File: src/rtl/serdiv_req_pkg.sv
// serdiv_req_pkg: shared types for the serial-divider requester.
// Holds FSM state codes, the divider opcode enum and the captured command attribute struct.
package serdiv_req_pkg;

    localparam int unsigned TRANS_ID_BITS = 3;

    localparam logic [1:0] ST_IDLE  = 2'd0;
    localparam logic [1:0] ST_ISSUE = 2'd1;
    localparam logic [1:0] ST_WAIT  = 2'd2;
    localparam logic [1:0] ST_RESP  = 2'd3;

    typedef enum logic [1:0] {
        OP_UDIV = 2'd0,
        OP_DIV  = 2'd1,
        OP_UREM = 2'd2,
        OP_REM  = 2'd3
    } opcode_e;

    typedef struct packed {
        opcode_e opcode;
        logic    a_label;
        logic    b_label;
    } cmd_attr_t;

    typedef struct packed {
        logic label;
        logic id_err;
    } rsp_flags_t;

endpackage

File: src/rtl/serdiv_requester.sv
// serdiv_requester: single-op initiator for serdiv_wrapper with ID generation, label propagation,
// flush and hang detection. Optional SERDIV_REQ_PERF_EN adds perf_last_o / perf_ops_o.
module serdiv_requester
    import serdiv_req_pkg::*;
#(
    parameter int unsigned WIDTH       = 8,
    parameter int unsigned ID_W        = TRANS_ID_BITS,
    parameter int unsigned TIMEOUT_CYC = 2 * WIDTH + 8
) (
    input  logic             clk_i,
    input  logic             rst_ni,
    input  logic             flush_i,
    input  logic             cmd_vld_i,
    output logic             cmd_rdy_o,
    input  logic [WIDTH-1:0] cmd_a_i,
    input  logic [WIDTH-1:0] cmd_b_i,
    input  logic             cmd_a_label_i,
    input  logic             cmd_b_label_i,
    input  logic [1:0]       cmd_opcode_i,
    output logic             div_in_vld_o,
    input  logic             div_in_rdy_i,
    output logic [ID_W-1:0]  div_id_o,
    output logic [WIDTH-1:0] div_a_o,
    output logic [WIDTH-1:0] div_b_o,
    output logic             div_a_label_o,
    output logic             div_b_label_o,
    output logic [1:0]       div_opcode_o,
    output logic             div_flush_o,
    input  logic             div_out_vld_i,
    output logic             div_out_rdy_o,
    input  logic [ID_W-1:0]  div_id_i,
    input  logic [WIDTH-1:0] div_res_i,
    input  logic             div_res_label_i,
    output logic             rsp_vld_o,
    input  logic             rsp_rdy_i,
    output logic [WIDTH-1:0] rsp_res_o,
    output logic             rsp_label_o,
    output logic [ID_W-1:0]  rsp_id_o,
    output logic             err_o
`ifdef SERDIV_REQ_PERF_EN
   ,output logic [15:0]      perf_last_o,
    output logic [31:0]      perf_ops_o
`endif
);

    localparam int unsigned TMR_W = (TIMEOUT_CYC > 1) ? $clog2(TIMEOUT_CYC) : 1;

    logic [1:0]       state_q, state_d;
    logic             cmd_rdy_q, div_in_vld_q, div_out_rdy_q, rsp_vld_q;
    logic             div_flush_q, div_flush_d;
    logic [WIDTH-1:0] a_q, a_d, b_q, b_d;
    cmd_attr_t        attr_q, attr_d;
    logic [ID_W-1:0]  div_id_q, div_id_d, id_cnt_q, id_cnt_d;
    logic [WIDTH-1:0] rsp_res_q, rsp_res_d;
    rsp_flags_t       rsp_q, rsp_d;
    logic [ID_W-1:0]  rsp_id_q, rsp_id_d;
    logic             err_q, err_d;
    logic [TMR_W-1:0] timer_q, timer_d;

    logic cmd_fire, div_in_fire, div_out_fire, rsp_fire, timeout_hit;

    // Handshakes only fire against the registered vld/rdy we actually present.
    assign cmd_fire     = cmd_vld_i & cmd_rdy_q;
    assign div_in_fire  = div_in_vld_q & div_in_rdy_i;
    assign div_out_fire = div_out_vld_i & div_out_rdy_q;
    assign rsp_fire     = rsp_vld_q & rsp_rdy_i;
    assign timeout_hit  = (TIMEOUT_CYC != 0) && (timer_q == TMR_W'(TIMEOUT_CYC - 1));

    always_comb begin
        state_d     = state_q;
        div_flush_d = 1'b0;
        a_d         = a_q;
        b_d         = b_q;
        attr_d      = attr_q;
        div_id_d    = div_id_q;
        id_cnt_d    = id_cnt_q;
        rsp_res_d   = rsp_res_q;
        rsp_d       = rsp_q;
        rsp_id_d    = rsp_id_q;
        err_d       = err_q;
        timer_d     = timer_q;

        if (flush_i) begin
            // Flush beats any handshake in the same cycle; the ID counter keeps running.
            state_d     = ST_IDLE;
            div_flush_d = 1'b1;
        end else begin
            case (state_q)
                ST_IDLE: begin
                    if (cmd_fire) begin
                        a_d            = cmd_a_i;
                        b_d            = cmd_b_i;
                        attr_d.opcode  = opcode_e'(cmd_opcode_i);
                        attr_d.a_label = cmd_a_label_i;
                        attr_d.b_label = cmd_b_label_i;
                        div_id_d       = id_cnt_q;
                        id_cnt_d       = id_cnt_q + ID_W'(1);
                        state_d        = ST_ISSUE;
                    end
                end
                ST_ISSUE: begin
                    if (div_in_fire) begin
                        timer_d = '0;
                        state_d = ST_WAIT;
                    end
                end
                ST_WAIT: begin
                    if (div_out_fire) begin
                        rsp_res_d    = div_res_i;
                        rsp_d.label  = div_res_label_i | attr_q.a_label | attr_q.b_label;
                        rsp_d.id_err = (div_id_i != div_id_q);
                        rsp_id_d     = div_id_q;
                        err_d        = err_q | (div_id_i != div_id_q);
                        state_d      = ST_RESP;
                    end else if (timeout_hit) begin
                        div_flush_d = 1'b1;
                        err_d       = 1'b1;
                        state_d     = ST_IDLE;
                    end else begin
                        timer_d = timer_q + TMR_W'(1);
                    end
                end
                ST_RESP: begin
                    if (rsp_fire) begin
                        state_d = ST_IDLE;
                    end
                end
                default: state_d = ST_IDLE;
            endcase
        end
    end

    always_ff @(posedge clk_i or negedge rst_ni) begin
        if (!rst_ni) begin
            state_q       <= ST_IDLE;
            cmd_rdy_q     <= 1'b0;
            div_in_vld_q  <= 1'b0;
            div_out_rdy_q <= 1'b0;
            rsp_vld_q     <= 1'b0;
            div_flush_q   <= 1'b0;
            a_q           <= '0;
            b_q           <= '0;
            attr_q        <= '0;
            div_id_q      <= '0;
            id_cnt_q      <= '0;
            rsp_res_q     <= '0;
            rsp_q         <= '0;
            rsp_id_q      <= '0;
            err_q         <= 1'b0;
            timer_q       <= '0;
        end else begin
            state_q       <= state_d;
            cmd_rdy_q     <= (state_d == ST_IDLE);
            div_in_vld_q  <= (state_d == ST_ISSUE);
            div_out_rdy_q <= (state_d == ST_WAIT);
            rsp_vld_q     <= (state_d == ST_RESP);
            div_flush_q   <= div_flush_d;
            a_q           <= a_d;
            b_q           <= b_d;
            attr_q        <= attr_d;
            div_id_q      <= div_id_d;
            id_cnt_q      <= id_cnt_d;
            rsp_res_q     <= rsp_res_d;
            rsp_q         <= rsp_d;
            rsp_id_q      <= rsp_id_d;
            err_q         <= err_d;
            timer_q       <= timer_d;
        end
    end

    assign cmd_rdy_o     = cmd_rdy_q;
    assign div_in_vld_o  = div_in_vld_q;
    assign div_id_o      = div_id_q;
    assign div_a_o       = a_q;
    assign div_b_o       = b_q;
    assign div_a_label_o = attr_q.a_label;
    assign div_b_label_o = attr_q.b_label;
    assign div_opcode_o  = attr_q.opcode;
    assign div_flush_o   = div_flush_q;
    assign div_out_rdy_o = div_out_rdy_q;
    assign rsp_vld_o     = rsp_vld_q;
    assign rsp_res_o     = rsp_res_q;
    assign rsp_label_o   = rsp_q.label;
    assign rsp_id_o      = rsp_id_q;
    assign err_o         = err_q;

`ifdef SERDIV_REQ_PERF_EN
    logic [15:0] perf_cnt_q, perf_last_q;
    logic [31:0] perf_ops_q;

    // Cycles spent in ISSUE+WAIT for the last captured result, saturating at 16 bits.
    always_ff @(posedge clk_i or negedge rst_ni) begin
        if (!rst_ni) begin
            perf_cnt_q  <= '0;
            perf_last_q <= '0;
            perf_ops_q  <= '0;
        end else if (!flush_i) begin
            if (cmd_fire) begin
                perf_cnt_q <= '0;
            end else if (((state_q == ST_ISSUE) || (state_q == ST_WAIT)) && (perf_cnt_q != 16'hFFFF)) begin
                perf_cnt_q <= perf_cnt_q + 16'd1;
            end
            if ((state_q == ST_WAIT) && div_out_fire) begin
                perf_last_q <= (perf_cnt_q == 16'hFFFF) ? perf_cnt_q : perf_cnt_q + 16'd1;
            end
            if (rsp_fire) begin
                perf_ops_q <= perf_ops_q + 32'd1;
            end
        end
    end

    assign perf_last_o = perf_last_q;
    assign perf_ops_o  = perf_ops_q;
`endif

endmodule

File: config.mk
export PLATFORM = sky130hd
export DESIGN_NAME = serdiv_requester
export DESIGN_NICKNAME = d
export VERILOG_FILES = /design/src/rtl/serdiv_req_pkg.sv /design/src/rtl/serdiv_requester.sv
export SDC_FILE = /design/constraint.sdc
export NUM_CORES = 1
export LEC_CHECK = 0
export ABC_AREA = 1
export CAP_MARGIN = 20
export CORE_ASPECT_RATIO = 1.1
export CORE_MARGIN = 2
export CORE_UTILIZATION = 44
export CTS_CLUSTER_SIZE = 28
export DETAILED_ROUTE_END_ITERATION = 10
export GPL_ROUTABILITY_DRIVEN = 1
export PLACE_DENSITY = 0.79
export SYNTH_ARGS = -nofsm -noshare
export SYNTH_HDL_FRONTEND = slang
export SYNTH_SLANG_ARGS = --single-unit
File: constraint.sdc
create_clock -name clk_i -period 1.8 [get_ports clk_i]
set_input_delay 0.54 -clock clk_i [delete_from_list [all_inputs] [get_ports clk_i]]
set_output_delay 0.54 -clock clk_i [all_outputs]
set_load 0.05 [all_outputs]
==> qor.yml <==
run_status:
  status: "finished clean"
setup_path:
  reg2reg_slack_ns: 0.29
  crit_chain: "clkdlybuf4s50_1, nand2_1, inv_1, nand2_1, nand2_1, nor2_2, nand2_1, nand2_1, nand2_1"
  crit_arrival_ns: 1.74
  crit_type: "input pin to register"
  worstPathMaxFanout: 6
  rr_worst_depth: 7
  cp_slowest_cell: "clkdlybuf4s50_1"
  crit_path_start_kind: "input pin"
  cpMostUsedCell: "nand2_1"
  critical_path_required_ns: 1.99
  crit_family: "simple AND/OR/NAND/NOR gates"
  critical_path.max_stage_delay_ns: 0.40
  end_kind: "register"
  r2r-end: "timer_q[4]"
  crit_buf_inv: 2
  r2r_start: "timer_q[0]"
route:
  top_layer_used: "met4"
  ant_nets: 0
  dr_wl_met3_um: 282
  vias: 1906
  met2WireLength_mm: 2.31
  viasPerCell: 4.71
  drt_wl_total_mm: 4.63
  drc: 0
  wl_per_cell_um: 11.4
  wl_met1_mm: 2.00
  drtPass1Iterations: 4
  drtIter0Drc: 112
clock_tree:
  cts-root-buf: "clkbuf_8"
  htreeDepth: 2
  cts_sinks: 51
  cts_resized: 0
  cts_setup_buffers: 0
  clk_path_buf_depth: 2
  cts_buffers: 5
  cts_tree: "built"
  cts_hold_buf: 0
  clkSlewWorstSetupHoldPaths_ns: 0.08
  clk_latency_ns: 0.30
sta:
  slew-limit-headroom_pct: 82.1
  fin_hold_ws_ns: 0.211
  timing.fmax_mhz: 645
  setup_viol: 0
  setup_ws_ns: 0.250
  fin_crit_ns: 1.55
  finalSetupTns_ns: 0
  worst_slew_pin_slew_ns: 0.269
  post-route-period-util_pct: 86.1
  rsz0062_at_grt: "no"
  fin_skew_ns: 0.00769
  hold_violations: 0
  drv_slew: 0
yosys:
  synthArstFlopShare_pct: 100
  ys_warn_count: 0
  ys_types: 28
  yosysTopAreaCell: "dfrtp_1"
  synth_edf_count: 0
  synth_commonest_cells: "nand2_1 (130), dfrtp_1 (51), inv_1 (16), nor2_1 (13), nand3_1 (9)"
  synth.avg_cell_area_um2: 8.48
  yosys_register_bits: 51
  synthFlopType: "dfrtp_1"
  synth_nets: 299
  ys_top_cells_by_area: "dfrtp_1 (58%), nand2_1 (22%), inv_1 (2.7%), nor2_1 (2.2%), nand3_1 (2.1%)"
  post_synth_inst_count: 258
  synthDominantCellAreaShare_pct: 58.4
  yosysSeqAreaShare_pct: 58.4
  yosysMostFrequentCell: "nand2_1"
  syn-cell-area_um2: 2190
finish:
  multi_input_area_um2: 803
  register_area_um2: 1280
  antennaDiodeCount: 0
  finalCoreUtilization_pct: 68.2
  post-route-cell-area_um2: 3220
  final_cell_count_no_fill: 405
  n_fill_cell: 384
  fin_nets: 390
  area_delta_synth_final_pct: 47.2
  drive_gt1_share_pct: 18.9
global_routing:
  grt_pass1_vias: 1775
  overflow: 0
  antenna_found_initial: 0
  grt_pass1_wl_mm: 8.11
  track_usage_pct: 18.1
  grt_max_degree: 52
floorplanning:
  die_area_um2: 5550
  io_pins: 80
  fp.dieW_um: 71.2
  floorplan.initialDensity_pct: 46.4
  core_um2: 4720
  die_y_um: 77.9
  row_count: 26
placed_design:
  place.port_buffers: 79
  post-dp-hpwl_mm: 3.44
  place_inst: 398
  placed_area_um2: 3120
  post-place-ws_ns: -0.0265
  gp_congestion: 0.786
power_and_ir_drop:
  power_density_nw_per_um2: 1640
  p_leak_nw: 1.71
  vdd_drop_max_mv: 1.08
  power_mw: 5.28
min_path:
  min_path_type: "input pin to asynchronous set/reset pin"
run:
  cap_violations: 0
## report_power, final
| part | internal [mW] | leakage, nW | total (mW) | switching [mW] |
|---|---|---|---|---|
| logic | 0.972 | 0.999 | 2.71 | 1.74 |
| registers | 1.52 | 0.659 | 1.81 | 0.296 |
| clock network | 0.408 | 0.0513 | 0.760 | 0.352 |
## cell type report
class | count | share of cell area [%]
well taps | 56 | 2.18
clock inverters | 1 | 0.933
flip-flops and latches | 51 | 39.6
repair buffers | 89 | 27.8
inverters | 19 | 2.22
clock buffers | 6 | 2.25
multi-input cells | 183 | 25.0
## flip-flops by register name, indices dropped and copies added, names as in the netlist
name           flops
cmd_rdy_o          1
div_a_label_o      1
div_a_o            8
div_b_label_o      1
div_b_o            8
div_flush_o        1
div_id_o           3
div_in_vld_o       1
div_opcode_o       2
div_out_rdy_o      1
err_o              1
id_cnt_q           3
rsp_id_o           3
rsp_label_o        1
rsp_res_o          8
rsp_vld_o          1
state_q            2
timer_q            5
## routing by layer
metal / vias to the layer above / GRT usage [%]
met5: - / 0
met4: 0 / 4.15
met3: 6 / 4.42
met2: 59 / 30.6
met1: 862 / 23.3
li1: 979 / -
## cells by family after synthesis
logic type | Yosys count | share of synthesized area, %
AO/OA/AOI/OAI | 15 | 3.95
buffers and inverters | 24 | 4.92
AND/OR/NAND/NOR | 164 | 30.8
flip-flops | 51 | 58.4
XOR/XNOR | 2 | 0.801
adder cells (fa/ha/maj) | 2 | 1.14
## worst max-delay path by stage
stage                  start     endpoint  slack [ns]  cells past startpoint
4_1_cts        div_out_vld_i   timer_q[4]        0.25                      9
5_1_grt        div_out_vld_i   timer_q[4]        0.11                      9
3_5_place_dp   div_out_vld_i   timer_q[0]       -0.03                      9
2_1_floorplan  div_out_rdy_o  rsp_id_o[2]        0.17                      6
3_3_place_gp   div_out_vld_i   timer_q[4]        0.02                      9
6_report       div_out_vld_i   timer_q[4]        0.25                      9
## layout by cell type (no fill, tap or decap)
master | netlist | final
buf_12 | 0 | 11
nand3_1 | 9 | 9
xnor2_1 | 1 | 1
ha_1 | 2 | 2
o21ai_2 | 1 | 1
inv_2 | 3 | 3
nand2_2 | 1 | 1
nor3_4 | 1 | 1
nor2_1 | 13 | 13
clkdlybuf4s50_1 | 0 | 37
nor3b_1 | 1 | 1
bufinv_16 | 0 | 1
nor3_1 | 1 | 1
o21ai_1 | 1 | 1
nand4_2 | 1 | 1
nand2_1 | 130 | 130
nand4_1 | 4 | 4
o21ai_0 | 8 | 8
or2_0 | 1 | 1
o21bai_1 | 1 | 1
o31ai_1 | 1 | 1
dfrtp_1 | 51 | 51
nand3b_1 | 1 | 1
clkbuf_1 | 0 | 1
inv_1 | 16 | 16
nor2_2 | 1 | 1
a21oi_1 | 2 | 2
o21a_1 | 1 | 1
xor2_1 | 1 | 1
buf_2 | 2 | 1
clkbuf_8 | 0 | 5
buf_4 | 2 | 40
Power figures use the tool's default switching activity.
